### src/rtl/dram_arbiter_pkg.sv
// ---------------------------------------------------------------------------
// dram_arbiter_pkg
// Shared definitions for the data-RAM arbiter and its read-return block.
//   - arb_state_t   : arbitration FSM state (ARB = normal priority, LOCK = D burst)
//   - PORT_C/PORT_D : port index used to route read data back to its owner
//   - MODE_*        : access size encoding shared by the MEM stage and the RAM
//   - arb_status_t  : observability bundle (FSM state and counters)
// ---------------------------------------------------------------------------
package dram_arbiter_pkg;

    typedef enum logic {
        ARB  = 1'b0,
        LOCK = 1'b1
    } arb_state_t;

    localparam logic PORT_C = 1'b0;
    localparam logic PORT_D = 1'b1;

    localparam logic [1:0] MODE_BYTE = 2'b00;
    localparam logic [1:0] MODE_HALF = 2'b01;
    localparam logic [1:0] MODE_WORD = 2'b10;

    // Counters are zero-extended into fixed 8-bit fields so the status
    // bundle has one shape regardless of parameterisation.
    typedef struct packed {
        arb_state_t  state;
        logic [7:0]  starve_cnt;
        logic [7:0]  burst_cnt;
    } arb_status_t;

endpackage

### src/rtl/dram_rd_return.sv
// ---------------------------------------------------------------------------
// dram_rd_return
// Captures RAM read data in the access cycle and returns it to the port that
// won the read, with a single-cycle rvalid in the following cycle.
//   i_clk, i_rst   : clock, synchronous active-high reset
//   i_rd_fire      : a read was granted this cycle
//   i_rd_port      : winner index of that read (PORT_C / PORT_D)
//   i_ram_dout     : RAM read data, valid in the access cycle
//   o_c_rvalid/o_c_rdata : port C read return
//   o_d_rvalid/o_d_rdata : port D read return
// ---------------------------------------------------------------------------
module dram_rd_return
    import dram_arbiter_pkg::*;
#(
    parameter int DATA_W = 32
) (
    input  logic              i_clk,
    input  logic              i_rst,
    input  logic              i_rd_fire,
    input  logic              i_rd_port,
    input  logic [DATA_W-1:0] i_ram_dout,
    output logic              o_c_rvalid,
    output logic [DATA_W-1:0] o_c_rdata,
    output logic              o_d_rvalid,
    output logic [DATA_W-1:0] o_d_rdata
);

    logic              r_pending;
    logic              r_port;
    logic [DATA_W-1:0] r_c_rdata;
    logic [DATA_W-1:0] r_d_rdata;

    always_ff @(posedge i_clk) begin
        if (i_rst) begin
            r_pending <= 1'b0;
            r_port    <= PORT_C;
            r_c_rdata <= '0;
            r_d_rdata <= '0;
        end else begin
            r_pending <= i_rd_fire;
            if (i_rd_fire) begin
                r_port <= i_rd_port;
                if (i_rd_port == PORT_C) begin
                    r_c_rdata <= i_ram_dout;
                end else begin
                    r_d_rdata <= i_ram_dout;
                end
            end
        end
    end

    // A reset arriving while a read is in flight drops its rvalid at once,
    // not only after the reset edge.
    assign o_c_rvalid = r_pending & ~i_rst & (r_port == PORT_C);
    assign o_d_rvalid = r_pending & ~i_rst & (r_port == PORT_D);
    assign o_c_rdata  = r_c_rdata;
    assign o_d_rdata  = r_d_rdata;

endmodule

### src/rtl/dram_arbiter.sv
// ---------------------------------------------------------------------------
// dram_arbiter
// Shares the single-ported data RAM between the CPU MEM stage (port C) and
// the debug/loader port (port D). C has priority; D is force-granted after
// STARVE_MAX consecutive denied cycles and may hold the RAM for up to
// BURST_MAX cycles while dbg_lock is high.
//
// Handshake (both ports): a requester raises *_req with *_we/addr/din/mode
// stable and keeps them stable until *_gnt is seen high in the same cycle;
// *_gnt high means the access is performed in that cycle. A read's data is
// returned on *_rdata with *_rvalid high for exactly the following cycle.
//
// Ports
//   clk, rst                        : clock, synchronous active-high reset
//   cpu_req/we/addr/din/mode        : port C request
//   cpu_gnt, cpu_rvalid, cpu_rdata  : port C grant and read return
//   dbg_req/we/addr/din/mode        : port D request
//   dbg_lock                        : D asks to keep ownership next cycle
//   dbg_gnt, dbg_rvalid, dbg_rdata  : port D grant and read return
//   ram_addr/din/mode/we/sel/re     : RAM control, driven by the winner
//   ram_dout                        : RAM read data (combinational)
//   o_arb_status                    : FSM state and counters for observation
// ---------------------------------------------------------------------------
module dram_arbiter
    import dram_arbiter_pkg::*;
#(
    parameter int ADDR_W     = 12,
    parameter int DATA_W     = 32,
    parameter int STARVE_MAX = 4,
    parameter int BURST_MAX  = 8
) (
    input  logic              clk,
    input  logic              rst,
    input  logic              cpu_req,
    input  logic              cpu_we,
    input  logic [ADDR_W-1:0] cpu_addr,
    input  logic [DATA_W-1:0] cpu_din,
    input  logic [1:0]        cpu_mode,
    output logic              cpu_gnt,
    output logic              cpu_rvalid,
    output logic [DATA_W-1:0] cpu_rdata,
    input  logic              dbg_req,
    input  logic              dbg_we,
    input  logic [ADDR_W-1:0] dbg_addr,
    input  logic [DATA_W-1:0] dbg_din,
    input  logic [1:0]        dbg_mode,
    input  logic              dbg_lock,
    output logic              dbg_gnt,
    output logic              dbg_rvalid,
    output logic [DATA_W-1:0] dbg_rdata,
    output logic [ADDR_W-1:0] ram_addr,
    output logic [DATA_W-1:0] ram_din,
    output logic [1:0]        ram_mode,
    output logic              ram_we,
    output logic              ram_sel,
    output logic              ram_re,
    input  logic [DATA_W-1:0] ram_dout,
    output arb_status_t       o_arb_status
);

    localparam int STARVE_W = $clog2(STARVE_MAX + 1);
    localparam int BURST_W  = $clog2(BURST_MAX + 1);

    arb_state_t          r_state;
    logic [STARVE_W-1:0] r_starve_cnt;
    logic [BURST_W-1:0]  r_burst_cnt;

    logic w_force_d;
    logic w_gnt_c;
    logic w_gnt_d;
    logic w_rd_fire;
    logic w_rd_port;

    // ---------------------------------------------------------------
    // Grant logic: combinational, same-cycle, one-hot or idle.
    // ---------------------------------------------------------------
    always_comb begin
        w_force_d = dbg_req && (r_starve_cnt == STARVE_W'(STARVE_MAX));
        w_gnt_c   = 1'b0;
        w_gnt_d   = 1'b0;
        if (!rst) begin
            case (r_state)
                ARB: begin
                    if (w_force_d) begin
                        w_gnt_d = 1'b1;
                    end else if (cpu_req) begin
                        w_gnt_c = 1'b1;
                    end else if (dbg_req) begin
                        w_gnt_d = 1'b1;
                    end
                end
                LOCK: begin
                    w_gnt_d = dbg_req;
                end
                default: begin
                    w_gnt_c = 1'b0;
                    w_gnt_d = 1'b0;
                end
            endcase
        end
    end

    // ---------------------------------------------------------------
    // RAM-side mux: everything forced to zero when nobody is granted.
    // ---------------------------------------------------------------
    always_comb begin
        ram_addr = '0;
        ram_din  = '0;
        ram_mode = 2'b00;
        ram_we   = 1'b0;
        if (w_gnt_c) begin
            ram_addr = cpu_addr;
            ram_din  = cpu_din;
            ram_mode = cpu_mode;
            ram_we   = cpu_we;
        end else if (w_gnt_d) begin
            ram_addr = dbg_addr;
            ram_din  = dbg_din;
            ram_mode = dbg_mode;
            ram_we   = dbg_we;
        end
    end

    assign ram_sel   = w_gnt_c | w_gnt_d;
    assign ram_re    = ram_sel & ~ram_we;
    assign cpu_gnt   = w_gnt_c;
    assign dbg_gnt   = w_gnt_d;
    assign w_rd_fire = ram_re;
    assign w_rd_port = w_gnt_d ? PORT_D : PORT_C;

    // ---------------------------------------------------------------
    // Arbitration FSM and its counters.
    // ---------------------------------------------------------------
    always_ff @(posedge clk) begin
        if (rst) begin
            r_state      <= ARB;
            r_starve_cnt <= '0;
            r_burst_cnt  <= '0;
        end else begin
            if (!dbg_req || w_gnt_d) begin
                r_starve_cnt <= '0;
            end else if (r_starve_cnt != STARVE_W'(STARVE_MAX)) begin
                r_starve_cnt <= r_starve_cnt + 1'b1;
            end

            case (r_state)
                ARB: begin
                    if (w_gnt_d && dbg_lock) begin
                        r_state     <= LOCK;
                        r_burst_cnt <= BURST_W'(1);
                    end else begin
                        r_burst_cnt <= '0;
                    end
                end
                LOCK: begin
                    // Leaving LOCK always lands in ARB, where C (if waiting)
                    // wins because D's grant cleared the starvation count.
                    if (!dbg_lock || !dbg_req ||
                        r_burst_cnt == BURST_W'(BURST_MAX - 1)) begin
                        r_state     <= ARB;
                        r_burst_cnt <= '0;
                    end else begin
                        r_burst_cnt <= r_burst_cnt + 1'b1;
                    end
                end
                default: begin
                    r_state     <= ARB;
                    r_burst_cnt <= '0;
                end
            endcase
        end
    end

    always_comb begin
        o_arb_status            = '0;
        o_arb_status.state      = r_state;
        o_arb_status.starve_cnt = 8'(r_starve_cnt);
        o_arb_status.burst_cnt  = 8'(r_burst_cnt);
    end

    dram_rd_return #(
        .DATA_W (DATA_W)
    ) u_rd_return (
        .i_clk      (clk),
        .i_rst      (rst),
        .i_rd_fire  (w_rd_fire),
        .i_rd_port  (w_rd_port),
        .i_ram_dout (ram_dout),
        .o_c_rvalid (cpu_rvalid),
        .o_c_rdata  (cpu_rdata),
        .o_d_rvalid (dbg_rvalid),
        .o_d_rdata  (dbg_rdata)
    );

endmodule

### config.mk
export PLATFORM = sky130hd
export DESIGN_NAME = dram_arbiter
export DESIGN_NICKNAME = d
export VERILOG_FILES = /design/src/rtl/dram_arbiter_pkg.sv /design/src/rtl/dram_rd_return.sv /design/src/rtl/dram_arbiter.sv
export SDC_FILE = /design/constraint.sdc
export NUM_CORES = 1
export LEC_CHECK = 0
export CAP_MARGIN = 25
export CORE_AREA = 2 2 103 105
export CTS_BUF_LIST = sky130_fd_sc_hd__clkbuf_8 sky130_fd_sc_hd__clkbuf_16
export CTS_CLUSTER_DIAMETER = 120
export DETAILED_ROUTE_END_ITERATION = 8
export DIE_AREA = 0 0 105 107
export DONT_BUFFER_PORTS = 1
export GPL_ROUTABILITY_DRIVEN = 1
export PLACE_DENSITY_LB_ADDON = 0.05
export SYNTH_ARGS = -nofsm -noshare
export SYNTH_HDL_FRONTEND = slang
export SYNTH_SLANG_ARGS = --single-unit
### constraint.sdc
create_clock -name clk -period 2.35 [get_ports clk]
set_clock_uncertainty 0.15 [all_clocks]
set_input_delay 0.47 -clock clk [delete_from_list [all_inputs] [get_ports clk]]
set_output_delay 0.47 -clock clk [all_outputs]
set_load 0.005 [all_outputs]
==> flow_metrics.env <==
export IMPL_tritoncts_num_sinks=74
export IMPL_clk_latency_ns=0.34
export IMPL_cp_cell_sequence="inv_2, ha_4, and2_4, o21ai_4, inv_4, buf_12, a22o_4"
export IMPL_grt_pass1_wl_mm=18.80
export IMPL_timing_max_cap_violations=0
export IMPL_largest_net_degree_at_the_start_of_global_routing=37
export IMPL_timing_final_setup_violations=4
export IMPL_placed_cells=490
export IMPL_fin_crit_sh_pct=100.3
export IMPL_worst_path_max_fanout=16
export IMPL_drive_above_1_share_pct=23.14
export IMPL_row_count=37
export IMPL_crit_buf_inv=3
export IMPL_wl_met2_mm=6.871
export IMPL_outcome="finished with violations"
export IMPL_yosys_cell_count_top_type="sky130_fd_sc_hd__dfxtp_1"
export IMPL_synth_area_top_cells="sky130_fd_sc_hd__dfxtp_1 (43%), sky130_fd_sc_hd__a22o_1 (12%), sky130_fd_sc_hd__mux2_2 (9.8%)"
export IMPL_timing_final_crit_period_ns=2.357
export IMPL_share_of_async_settable_or_async_resettable_flops_after_synthesis_pct=0
export IMPL_clk_pin_slew_ns=0.09
export IMPL_finalNetCount=505
export IMPL_synth_largest_area_cell="sky130_fd_sc_hd__dfxtp_1"
export IMPL_floorplan_die_area_um2=11240
export IMPL_timing_critical_path_slowest_cell_delay_ns=0.34
export IMPL_netlist_area_leader_share_pct=42.82
export IMPL_post_synth_cell_area_avg_um2=9.376
export IMPL_max_slew_margin_pct=55.63
export IMPL_grt_ovfl_total=0
export IMPL_sw_frac_of_total_pct=24.66
export IMPL_initial_utilization_pct=34.28
export IMPL_antenna_found_initial=4
export IMPL_postLayoutCoreUtil_pct=39.20
export IMPL_met3WireLength_mm=1.683
export IMPL_power_per_cell_area_nw_per_um2=680.9
export IMPL_setup_repair_after_global_routing_missed_its_margin="yes"
export IMPL_yosysWarningCount=0
export IMPL_ioPinCount=265
export IMPL_slew_at_the_pin_closest_to_its_max_slew_limit_ns=0.6586
export IMPL_fmax_mhz=424.2
export IMPL_placeableCoreArea_um2=10090
export IMPL_drc=0
export IMPL_dr_first_iter_drc_count=124
export IMPL_post_synth_num_cell_types=35
export IMPL_arrival_ns=1.74
export IMPL_fp_dieW_um=105
export IMPL_synth_top_cells_by_count="sky130_fd_sc_hd__dfxtp_1 (74), sky130_fd_sc_hd__a22o_1 (47), sky130_fd_sc_hd__nand2_1 (35)"
export IMPL_route_detailed_wl_per_inst_um=26.75
export IMPL_max_clock_path_buffers=2
export IMPL_stdcell_count=516
export IMPL_worst_slack_ns=-0.007305
export IMPL_ys_dominant_reg_cell="sky130_fd_sc_hd__dfxtp_1"
export IMPL_synth_sequential_area_ratio_pct=42.82
export IMPL_edff_count_synth=0
export IMPL_worst_path_dominant_cell_family="compound AO/OA/AOI/OAI gates"
export IMPL_port_buffers=0
export IMPL_layout_area_overhead_vs_synth_pct=14.36
export IMPL_dr_max_layer_used="met4"
export IMPL_cts_buffers=9
export IMPL_total_iterations_of_the_first_detailed_routing_run=4
export IMPL_hp_class="primary input to flop"
export IMPL_worst_ep_required_time_ns=1.73
export IMPL_layout_area_seq_um2=1484
export IMPL_syn_inst_count=369
export IMPL_multi_input_gate_area_in_the_final_layout_um2=1807
export IMPL_root_buffer="sky130_fd_sc_hd__clkbuf_8"
export IMPL_drv_slew=0
export IMPL_vias=2788
export IMPL_place_detailed_hpwl_mm=10.38
export IMPL_cellLeakagePower_nw=1.580
export IMPL_detail_route_vias_per_cell=5.403
export IMPL_drtAntennaViolNets=0
export IMPL_critPathCaptureType="output pin"
export IMPL_route_final_wire_length_mm=13.80
export IMPL_sw_pwr_w=0.0006644
export IMPL_pwr_share_seq_pct=50.4
export IMPL_crit_slowest_cell="sky130_fd_sc_hd__dfxtp_2"
export IMPL_gpl_final_weighted_congestion=0.8308
export IMPL_die_h_um=107
export IMPL_hold_buffers=0
export IMPL_post_route_met1_wirelength_mm=4.632
export IMPL_grt_util_all_layers_pct=23.30
export IMPL_worst_setup_path_start_kind="flop"
export IMPL_first_global_vias=2784
export IMPL_tritoncts="yes"
export IMPL_worst_ir_drop_vdd_mv=0.3850
export IMPL_power_frac_comb_pct=10.1
export IMPL_violations="negative setup slack"
export IMPL_crit_type="flop to output pin"
export IMPL_power_frac_clock_pct=39.5
export IMPL_synth_ff_latch_count=74
export IMPL_syn_cell_area_um2=3460
export IMPL_nFillCells=1050
export IMPL_cell_internal_pwr_w=0.002029
export IMPL_hold_viol_final=0
export IMPL_cts_max_level=3
-- power by group through the flow --
| stage | sequential (W) | clock (W) | combinational (W) |
|---|---|---|---|
| floorplan | 0.00137 | 0 | 0.000211 |
| global placement | 0.00139 | 0 | 0.000241 |
| detailed placement | 0.00139 | 0 | 0.000247 |
| CTS | 0.00136 | 0.00110 | 0.000273 |
| global route | 0.00136 | 0.00114 | 0.000293 |
| finish | 0.00136 | 0.00107 | 0.000272 |
-- registers in the layout, indices dropped and copies added (netlist names) --
register               count
r_burst_cnt                4
u_rd_return.o_c_rdata     32
r_state                    1
r_starve_cnt               3
u_rd_return.r_port         1
u_rd_return.r_pending      1
u_rd_return.o_d_rdata     32
-- through the flow --
step	setup slack [ns]	hold slack (ns)	setup TNS [ns]	total power, W	area, µm²
final	-0.007305	0.09673	-0.01439	0.002694	3956
after global routing	-0.09195	0.08316	-3.255	0.002797	3954
after CTS	-0.02349	0.07935	-0.2843	0.002730	3946
after detailed placement	0.06655	0.3131	0	0.001634	3595
after global placement	0.1212	0.3045	0	0.001628	3595
after floorplan	0.1701	0.2874	0	0.001582	3490
-- repair_timing --
action | in CTS | in global routing
resized for setup | 18 | 0
endpoints found under the setup margin | 49 | 47
gates cloned | 1 | 0
setup buffers | 5 | 0
pin swaps | 20 | 0
-- layout make-up --
| cell class | count | area share, % |
|---|---|---|
| antenna | 4 | 0.2530 |
| sequential | 74 | 37.51 |
| clock inverter | 7 | 2.182 |
| multi-input combinational | 255 | 45.67 |
| timing repair buffer | 23 | 6.135 |
| inverter | 8 | 0.8223 |
| tap | 136 | 4.301 |
| clock buffer | 9 | 3.131 |
-- cell families (layout without fill, tap and decap cells) --
kind of cell    Yosys count  count (layout)  share of synthesized area, %
compound gates           88              88                         18.77
xor+xnor                  2               2                        0.5064
fa+ha+maj                 3               3                         1.085
buf+inv                  48              47                         7.559
flops                    74              74                         42.82
mux                      32              32                         10.42
other cells               1              13                        0.1084
simple gates            121             121                         18.73
-- worst register-to-register path, cell delays in order, from the launching register on --
cell,delay (ns)
sky130_fd_sc_hd__dfxtp_2,0.34
sky130_fd_sc_hd__inv_2,0.04
sky130_fd_sc_hd__ha_4,0.16
sky130_fd_sc_hd__nand3_2,0.07
sky130_fd_sc_hd__buf_4,0.36
sky130_fd_sc_hd__and2_2,0.38
sky130_fd_sc_hd__buf_4,0.21
sky130_fd_sc_hd__o21ai_0,0.09
-- routing by layer --
metal  global-route usage [%]  up-vias
met1                    22.45     1320
met3                    12.83       33
met2                    39.89      146
met4                    12.48        0
li1                         -     1289
met5                        0        -
-- cells in the final DEF, fill, tap and decap left out, types with 2 or more instances in the layout --
cell,n
sky130_fd_sc_hd__o21ai_0,33
sky130_fd_sc_hd__dfxtp_2,2
sky130_fd_sc_hd__conb_1,9
sky130_fd_sc_hd__o21ai_1,2
sky130_fd_sc_hd__a22o_4,3
sky130_fd_sc_hd__diode_2,4
sky130_fd_sc_hd__clkbuf_8,9
sky130_fd_sc_hd__nor2_1,7
sky130_fd_sc_hd__buf_4,18
sky130_fd_sc_hd__inv_2,3
sky130_fd_sc_hd__nand3_1,34
sky130_fd_sc_hd__mux2_2,30
sky130_fd_sc_hd__bufinv_16,2
sky130_fd_sc_hd__ha_1,2
sky130_fd_sc_hd__mux2_1,2
sky130_fd_sc_hd__nor2b_1,33
sky130_fd_sc_hd__dfxtp_1,72
sky130_fd_sc_hd__nand2_1,35
sky130_fd_sc_hd__inv_1,6
sky130_fd_sc_hd__buf_12,4
sky130_fd_sc_hd__a22o_1,44
sky130_fd_sc_hd__clkinv_2,2
-- worst paths after layout --
path / from / to / slack, ns / depth (start not counted)
worst max-delay path: r_starve_cnt[0] / ram_din[25] / -0.007 / 7
worst min-delay path: ram_dout[25] / u_rd_return.o_d_rdata[25] / 0.1 / 1
worst max register to register: r_starve_cnt[0] / u_rd_return.o_c_rdata[28] / 0.45 / 7
worst min register to register: u_rd_return.r_port / u_rd_return.r_port / 0.32 / 2
Power figures use the tool's default switching activity.
